**src/rtl/stump_control_if.sv**
```systemverilog
// Stump sequencer <-> datapath control bundle.
// master: the sequencer (drives control, reads IR/flags/mem handshake).
// slave: the datapath side (register bank, shifter, ALU, memory interface).
interface stump_control_if;
  logic [15:0] ir;
  logic [3:0]  flags_in;
  logic        mem_ready;
  logic [1:0]  state;
  logic        ir_en;
  logic        pc_inc;
  logic [2:0]  alu_func;
  logic        c_in;
  logic [2:0]  src_a;
  logic [2:0]  src_b;
  logic [2:0]  dest;
  logic        reg_write;
  logic        opb_sel;
  logic        ext_op;
  logic [1:0]  shift_op;
  logic        mem_en;
  logic        mem_we;
  logic        addr_sel;
  logic [3:0]  cc;
  logic        branch_taken;

  modport master (
    input  ir, flags_in, mem_ready,
    output state, ir_en, pc_inc, alu_func, c_in, src_a, src_b, dest,
           reg_write, opb_sel, ext_op, shift_op, mem_en, mem_we, addr_sel,
           cc, branch_taken
  );

  modport slave (
    output ir, flags_in, mem_ready,
    input  state, ir_en, pc_inc, alu_func, c_in, src_a, src_b, dest,
           reg_write, opb_sel, ext_op, shift_op, mem_en, mem_we, addr_sel,
           cc, branch_taken
  );
endinterface

```
**src/rtl/stump_control.sv**
```systemverilog
// Stump sequencer: FETCH/EXECUTE/MEMORY stepping, NZVC condition-code register, branch evaluation.
// Latency: control outputs are combinational from state, IR and cc; state and cc update on each rising edge.
// Backpressure: mem_ready low holds FETCH or MEMORY (with all memory controls held) until it rises.
module stump_control #(
  parameter logic [1:0] RESET_STATE = 2'b00
) (
  input  logic            clk,
  input  logic            rst_n,
  stump_control_if.master bus
);

  typedef enum logic [1:0] {
    FETCH   = 2'b00,
    EXECUTE = 2'b01,
    MEMORY  = 2'b10,
    ILLEGAL = 2'b11
  } state_t;

  localparam logic [2:0] OP_LDST = 3'b110;
  localparam logic [2:0] OP_BCC  = 3'b111;

  state_t     state_q, state_d;
  logic [3:0] cc_q, cc_d;

  // Instruction fields
  logic [2:0] op_f;
  logic       type_f;
  logic       s_f;
  logic [2:0] dst_f;
  logic [2:0] sa_f;
  logic [2:0] sb_f;
  logic [1:0] sh_f;
  logic [3:0] cond_f;

  assign op_f   = bus.ir[15:13];
  assign type_f = bus.ir[12];
  assign s_f    = bus.ir[11];
  assign dst_f  = bus.ir[10:8];
  assign sa_f   = bus.ir[7:5];
  assign sb_f   = bus.ir[4:2];
  assign sh_f   = bus.ir[1:0];
  assign cond_f = bus.ir[11:8];

  // Flag aliases from the registered condition codes
  logic flag_n, flag_z, flag_v, flag_c;
  assign flag_n = cc_q[3];
  assign flag_z = cc_q[2];
  assign flag_v = cc_q[1];
  assign flag_c = cc_q[0];

  // Combinational output shadows
  logic       ir_en_c, pc_inc_c, c_in_c, reg_write_c, opb_sel_c, ext_op_c;
  logic       mem_en_c, mem_we_c, addr_sel_c, branch_taken_c, cond_true;
  logic [2:0] alu_func_c, src_a_c, src_b_c, dest_c;
  logic [1:0] shift_op_c;

  // State and condition-code registers, synchronous active-low reset
  always_ff @(posedge clk) begin
    if (!rst_n) begin
      state_q <= state_t'(RESET_STATE);
      cc_q    <= 4'b0000;
    end else begin
      state_q <= state_d;
      cc_q    <= cc_d;
    end
  end

  // Branch condition evaluated against the registered cc
  always_comb begin
    cond_true = 1'b0;
    case (cond_f)
      4'h0: cond_true = 1'b1;
      4'h1: cond_true = 1'b0;
      4'h2: cond_true = flag_c & ~flag_z;
      4'h3: cond_true = ~flag_c | flag_z;
      4'h4: cond_true = ~flag_c;
      4'h5: cond_true = flag_c;
      4'h6: cond_true = ~flag_z;
      4'h7: cond_true = flag_z;
      4'h8: cond_true = ~flag_v;
      4'h9: cond_true = flag_v;
      4'hA: cond_true = ~flag_n;
      4'hB: cond_true = flag_n;
      4'hC: cond_true = (flag_n == flag_v);
      4'hD: cond_true = (flag_n != flag_v);
      4'hE: cond_true = ~flag_z & (flag_n == flag_v);
      4'hF: cond_true = flag_z | (flag_n != flag_v);
      default: cond_true = 1'b0;
    endcase
  end

  // Next-state, cc update and per-state control decode
  always_comb begin
    state_d        = FETCH;
    cc_d           = cc_q;
    ir_en_c        = 1'b0;
    pc_inc_c       = 1'b0;
    alu_func_c     = 3'b000;
    c_in_c         = 1'b0;
    src_a_c        = 3'b000;
    src_b_c        = 3'b000;
    dest_c         = 3'b000;
    reg_write_c    = 1'b0;
    opb_sel_c      = 1'b0;
    ext_op_c       = 1'b0;
    shift_op_c     = 2'b00;
    mem_en_c       = 1'b0;
    mem_we_c       = 1'b0;
    addr_sel_c     = 1'b0;
    branch_taken_c = 1'b0;

    case (state_q)
      FETCH: begin
        c_in_c   = flag_c;
        mem_en_c = 1'b1;
        ir_en_c  = bus.mem_ready;
        pc_inc_c = bus.mem_ready;
        state_d  = bus.mem_ready ? EXECUTE : FETCH;
      end

      EXECUTE: begin
        c_in_c     = flag_c;
        alu_func_c = op_f;
        if (op_f == OP_BCC) begin
          // PC-relative branch: R7 + sign-extended offset8, written back only when taken
          src_a_c        = 3'd7;
          opb_sel_c      = 1'b1;
          ext_op_c       = 1'b1;
          dest_c         = 3'd7;
          branch_taken_c = cond_true;
          reg_write_c    = cond_true;
          state_d        = FETCH;
        end else begin
          src_a_c = sa_f;
          if (type_f) begin
            opb_sel_c = 1'b1;
          end else begin
            src_b_c    = sb_f;
            shift_op_c = sh_f;
          end
          if (op_f == OP_LDST) begin
            // Address computed here and registered for the MEMORY cycle
            state_d = MEMORY;
          end else begin
            dest_c      = dst_f;
            reg_write_c = 1'b1;
            if (s_f) begin
              cc_d = bus.flags_in;
            end
            state_d = FETCH;
          end
        end
      end

      MEMORY: begin
        c_in_c     = flag_c;
        mem_en_c   = 1'b1;
        addr_sel_c = 1'b1;
        mem_we_c   = s_f;
        src_a_c    = dst_f;
        if (!s_f) begin
          dest_c      = dst_f;
          reg_write_c = bus.mem_ready;
        end
        state_d = bus.mem_ready ? FETCH : MEMORY;
      end

      default: begin
        // Unreachable encoding: everything quiet, recover to FETCH
        state_d = FETCH;
      end
    endcase
  end

  assign bus.state        = state_q;
  assign bus.cc           = cc_q;
  assign bus.ir_en        = ir_en_c;
  assign bus.pc_inc       = pc_inc_c;
  assign bus.alu_func     = alu_func_c;
  assign bus.c_in         = c_in_c;
  assign bus.src_a        = src_a_c;
  assign bus.src_b        = src_b_c;
  assign bus.dest         = dest_c;
  assign bus.reg_write    = reg_write_c;
  assign bus.opb_sel      = opb_sel_c;
  assign bus.ext_op       = ext_op_c;
  assign bus.shift_op     = shift_op_c;
  assign bus.mem_en       = mem_en_c;
  assign bus.mem_we       = mem_we_c;
  assign bus.addr_sel     = addr_sel_c;
  assign bus.branch_taken = branch_taken_c;

endmodule

```
**src/flat_wrapper.sv**
```systemverilog
// flat-port wrapper written by rule: the top's interface ports become plain ports
module stump_control_flat 
#(
  parameter logic [1:0] RESET_STATE = 2'b00
)
  (clk, rst_n, bus_ir, bus_flags_in, bus_mem_ready, bus_state, bus_ir_en, bus_pc_inc, bus_alu_func, bus_c_in, bus_src_a, bus_src_b, bus_dest, bus_reg_write, bus_opb_sel, bus_ext_op, bus_shift_op, bus_mem_en, bus_mem_we, bus_addr_sel, bus_cc, bus_branch_taken);
  stump_control_if bus_i ();
  input  logic clk;
  input  logic rst_n;
  input wire logic [$bits(bus_i.ir)-1:0] bus_ir;
  input wire logic [$bits(bus_i.flags_in)-1:0] bus_flags_in;
  input wire logic [$bits(bus_i.mem_ready)-1:0] bus_mem_ready;
  output wire logic [$bits(bus_i.state)-1:0] bus_state;
  output wire logic [$bits(bus_i.ir_en)-1:0] bus_ir_en;
  output wire logic [$bits(bus_i.pc_inc)-1:0] bus_pc_inc;
  output wire logic [$bits(bus_i.alu_func)-1:0] bus_alu_func;
  output wire logic [$bits(bus_i.c_in)-1:0] bus_c_in;
  output wire logic [$bits(bus_i.src_a)-1:0] bus_src_a;
  output wire logic [$bits(bus_i.src_b)-1:0] bus_src_b;
  output wire logic [$bits(bus_i.dest)-1:0] bus_dest;
  output wire logic [$bits(bus_i.reg_write)-1:0] bus_reg_write;
  output wire logic [$bits(bus_i.opb_sel)-1:0] bus_opb_sel;
  output wire logic [$bits(bus_i.ext_op)-1:0] bus_ext_op;
  output wire logic [$bits(bus_i.shift_op)-1:0] bus_shift_op;
  output wire logic [$bits(bus_i.mem_en)-1:0] bus_mem_en;
  output wire logic [$bits(bus_i.mem_we)-1:0] bus_mem_we;
  output wire logic [$bits(bus_i.addr_sel)-1:0] bus_addr_sel;
  output wire logic [$bits(bus_i.cc)-1:0] bus_cc;
  output wire logic [$bits(bus_i.branch_taken)-1:0] bus_branch_taken;
  assign bus_i.ir = bus_ir;
  assign bus_i.flags_in = bus_flags_in;
  assign bus_i.mem_ready = bus_mem_ready;
  assign bus_state = bus_i.state;
  assign bus_ir_en = bus_i.ir_en;
  assign bus_pc_inc = bus_i.pc_inc;
  assign bus_alu_func = bus_i.alu_func;
  assign bus_c_in = bus_i.c_in;
  assign bus_src_a = bus_i.src_a;
  assign bus_src_b = bus_i.src_b;
  assign bus_dest = bus_i.dest;
  assign bus_reg_write = bus_i.reg_write;
  assign bus_opb_sel = bus_i.opb_sel;
  assign bus_ext_op = bus_i.ext_op;
  assign bus_shift_op = bus_i.shift_op;
  assign bus_mem_en = bus_i.mem_en;
  assign bus_mem_we = bus_i.mem_we;
  assign bus_addr_sel = bus_i.addr_sel;
  assign bus_cc = bus_i.cc;
  assign bus_branch_taken = bus_i.branch_taken;
  stump_control #(.RESET_STATE(RESET_STATE)) u_core (.clk(clk), .rst_n(rst_n), .bus(bus_i));
endmodule
```
**config.mk**
```make
export PLATFORM = sky130hd
export DESIGN_NAME = stump_control_flat
export DESIGN_NICKNAME = d
export VERILOG_FILES = /design/src/rtl/stump_control_if.sv /design/src/rtl/stump_control.sv /design/src/flat_wrapper.sv
export SDC_FILE = /design/constraint.sdc
export NUM_CORES = 1
export LEC_CHECK = 0
export BUFFER_PORTS_ARGS = -buffer_cell sky130_fd_sc_hd__buf_2
export CORE_MARGIN = 2
export CORE_UTILIZATION = 30
export DETAILED_ROUTE_END_ITERATION = 12
export SETUP_SLACK_MARGIN = 0.02
export SKIP_CTS_REPAIR_TIMING = 1
export SYNTH_ARGS = -nofsm -noshare
export SYNTH_HDL_FRONTEND = slang
export SYNTH_SLANG_ARGS = --single-unit
```
**constraint.sdc**
```tcl
create_clock -name clk -period 1.65 [get_ports clk]
set_clock_uncertainty 0.05 [all_clocks]
set_input_delay 0.165 -clock clk [delete_from_list [all_inputs] [get_ports clk]]
set_output_delay 0.165 -clock clk [all_outputs]
set_load 0.03 [all_outputs]
```
==> tab_implementation.tex <==
\begin{tabular}{lr}
\hline
Metric & Value \\
\hline
\multicolumn{2}{l}{\textbf{Synthesis}} \\
Leading post-synthesis cells by cell area & dfxtp\_1, and2\_1, nor2b\_1 \\
Compound-gate portion of the synthesized area & 0.2833 \\
Main combinational cell family by area after synthesis & simple AND/OR/NAND/NOR gates \\
Count of mapped cells out of synthesis & 94 \\
Summed instance area of the synthesized netlist & about 740 um2 \\
Post-synthesis share of cell area spent on xor and xnor gates & 0.03541 \\
Syn Nets & 121 \\
Proportion of netlist area held by the largest area contributor & 0.1619 \\
Post-synthesis register bit count & 6 \\
Mean cell area of the mapped netlist & 7.893 um2 \\
Area fraction in and, or, nand and nor cells after synthesis & 0.3120 \\
Proportion of synthesized area in mux cells & 0.06745 \\
Share of synthesized cell area in full adder, half adder and majority cells & 0.06745 \\
Distinct cell type count after synthesis & 34 \\
Share of the yosys chip area belonging to registers & 0.1619 \\
Count of yosys warnings during synthesis & 0 \\
Yosys top cell by area & dfxtp\_1 \\
\multicolumn{2}{l}{\textbf{Timing}} \\
Fmax achieved & approximately 540 MHz \\
Tcrit/Tclk final & 1.114 \\
Final max-slew violation count & 0 \\
Final worst slack & -0.1876 ns \\
Transition time of the tightest slew-check pin & 0.2795 ns \\
Setup repair after global routing missed its margin & true \\
Final Hold Violating Endpoints & 0 \\
Slew Limit Headroom & 0.8117 \\
Min Hold Slack & 0.1356 ns \\
Final-report setup violation count & 3 \\
Final critical path time including I/O delays and setup & 1.838 ns \\
\multicolumn{2}{l}{\textbf{Clock network}} \\
Worst-case clock buffer depth & 2 \\
TritonCTS sink count & 6 \\
Clock transition at the register clock pins on the worst setup and hold paths after CTS & 0.04 ns \\
CTS Buf Count & 3 \\
Root buffer cell & clkbuf\_4 \\
CTS tree & built \\
Insertion delay to the later sink of the worst-skew pair & 0.24 ns \\
CTS HTree Levels & 1 \\
\multicolumn{2}{l}{\textbf{Die}} \\
Initial standard-cell utilization of the core & 0.3079 \\
Vertical extent of the die & approximately 54 um \\
Number of I/O pins & 53 \\
Die span in x & roughly 54 um \\
Core box area & 2410 um2 \\
Die outline area & 2887 um2 \\
Total number of placement rows & 18 \\
\multicolumn{2}{l}{\textbf{Cells and area}} \\
Multi-input logic area & 748.2 um2 \\
Final core utilization & 0.5862 \\
Final cell count without fillers & 187 \\
Area overhead of the layout relative to synthesis & 90.39\% \\
Most frequent standard cell in the layout excluding fill and tap cells & buf\_2 \\
Share of final-layout standard cells stronger than drive strength 1 & 0.6433 \\
Number of antenna repair diodes & 0 \\
Filler Cells Inserted & about 220 \\
Combined flip-flop and latch cell area & 128.9 um2 \\
Most used cells in the layout excluding fill and tap cells & buf\_2, buf\_6, buf\_4 \\
Design Area, Final & 1413 um2 \\
Nets & approximately 190 \\
\multicolumn{2}{l}{\textbf{Drt}} \\
Count of TritonRoute iterations in the first routing pass & 4 \\
Per-cell via count in the routed design & 4.850 \\
DRC marker count from the first detailed-route iteration & 10 \\
Total DRC errors in the routed layout & 0 \\
Total via count after detailed routing & 907 \\
Post-route antenna net violation count & 0 \\
Post-DR wirelength/cell & 13.04 um \\
Total Wirelength & $\sim$2400 um \\
\multicolumn{2}{l}{\textbf{Pwr}} \\
Leakage power figure & 0.6723 nW \\
Overall Power & 0.0005568 W \\
Maximum vdd ir drop & approximately 390 uV \\
Total power per unit cell area & about 400 nW/um2 \\
\multicolumn{2}{l}{\textbf{Setup path}} \\
Maximum fanout encountered on the critical timing path & 6 \\
Arrival time at the worst endpoint & 1.62 ns \\
Endpoint required time on the critical path & about 1.4 ns \\
Critical-path cell with the highest stage delay & dfxtp\_2 \\
Launching element type of the critical path & register \\
Gate family responsible for the most delay along the worst path & compound AO/OA/AOI/OAI gates \\
CP Launch Point & u\_core.bus.cc[1] \\
CP endpoint kind & output pin \\
Longest individual stage delay on the worst path & 0.34 ns \\
Critical path class & reg -> out \\
Bufs and invs on worst path & 1 \\
Beginning of the worst register-to-register path & u\_core.bus.state[1] \\
Cells along the critical path & xor2\_1 -> a2bb2oi\_2 -> o32ai\_2 -> nand2\_1 -> a21oi\_4 -> buf\_6 \\
\multicolumn{2}{l}{\textbf{Placed design}} \\
Instance area at placement & 1169 um2 \\
Detailed-placement wirelength estimate & 1862 um \\
Final estimated routing congestion in global placement & 0.7736 \\
Dpl cells & 180 \\
Count of input and output buffers & 52 \\
\multicolumn{2}{l}{\textbf{Global routing}} \\
First-pass GRT wire length & 3574 um \\
Maximum number of pins on one net before global-route repair & 12 \\
Total routing resource utilization after global routing & 0.1653 \\
Vias in the first global route & 841 \\
Grt ovf & 0 \\
Initial antenna violation count & 0 \\
\multicolumn{2}{l}{\textbf{Run status}} \\
Outcome & finished, violations left \\
Violated checks & negative setup slack \\
\multicolumn{2}{l}{\textbf{Min path}} \\
Class of the tightest hold or removal check & in -> reg \\
Hold Path Origin & bus\_flags\_in[1] \\
\multicolumn{2}{l}{\textbf{Run}} \\
Number of max-cap violations & 0 \\
\hline
\end{tabular}
## logic make-up after synthesis
logic type,after synthesis
compound gates,29
xor+xnor,3
fa+ha+maj,4
buf+inv,9
flops,6
mux,5
simple gates,38
## state kept, by name (all words and copies together) (netlist names)
name,cells
u_core.bus.cc,4
u_core.bus.state,2
## through the flow
step,setup TNS (ns),setup WS [ns]
floorplan,0,0.02372
global placement,0,0.03321
detailed placement,-0.1632,-0.03121
CTS,-3.104,-0.2963
global route,-0.8956,-0.2636
finish,-0.4053,-0.1876
## routing by layer
layer	vias to the layer above	part of all wire	track usage
met5	-	0	0
met4	0	0.0090	0.05128
met3	4	0.037	0.01389
met2	24	0.53	0.3028
met1	412	0.42	0.2013
li1	467	-	-
## tightest hold or removal path, cell delays in order
cell,delay (ns)
buf_2,0.07
mux2i_1,0.05
nor2b_1,0.09
## synthesized netlist by cell type, drive strengths merged
cell	number
dfxtp	6
and2	10
a21oi	5
a21boi	4
a22o	1
and3b	1
xor2	2
a31oi	1
nand2b	3
and3	1
ha	4
nor2	1
mux2i	5
nor3b	3
o21a	1
o211ai	1
a221oi	1
a2bb2oi	1
inv	4
nand4b	1
o32ai	1
a21o	3
nor2b	10
xnor2	1
or2	1
buf	4
clkbuf	1
nand2	3
o21ai	3
a22oi	6
nand3	4
a211o	1
## worst paths after layout
check / endpoint / slack [ns] / depth (start not counted)
hold reg to reg: u_core.bus.cc[1] / 0.52 / 2
setup / recovery: bus_branch_taken / -0.19 / 6
setup reg to reg: u_core.bus.state[1] / 0.36 / 6
hold / removal: u_core.bus.cc[1] / 0.14 / 3
## final cells by class
type / count / share of cell area
flip-flops and latches: 6 / 0.09123
clock buffers: 3 / 0.01594
multi-input cells: 79 / 0.5297
inverters: 4 / 0.01417
well taps: 30 / 0.02657
repair buffers: 65 / 0.3224
## power by group
group / total, W / switching [W] / internal, W
registers: 0.000158 / 0.00000788 / 0.000150
clock network: 0.000129 / 0.0000471 / 0.0000819
logic: 0.000270 / 0.000145 / 0.000125
No activity file was read; power rests on OpenSTA's default activity.
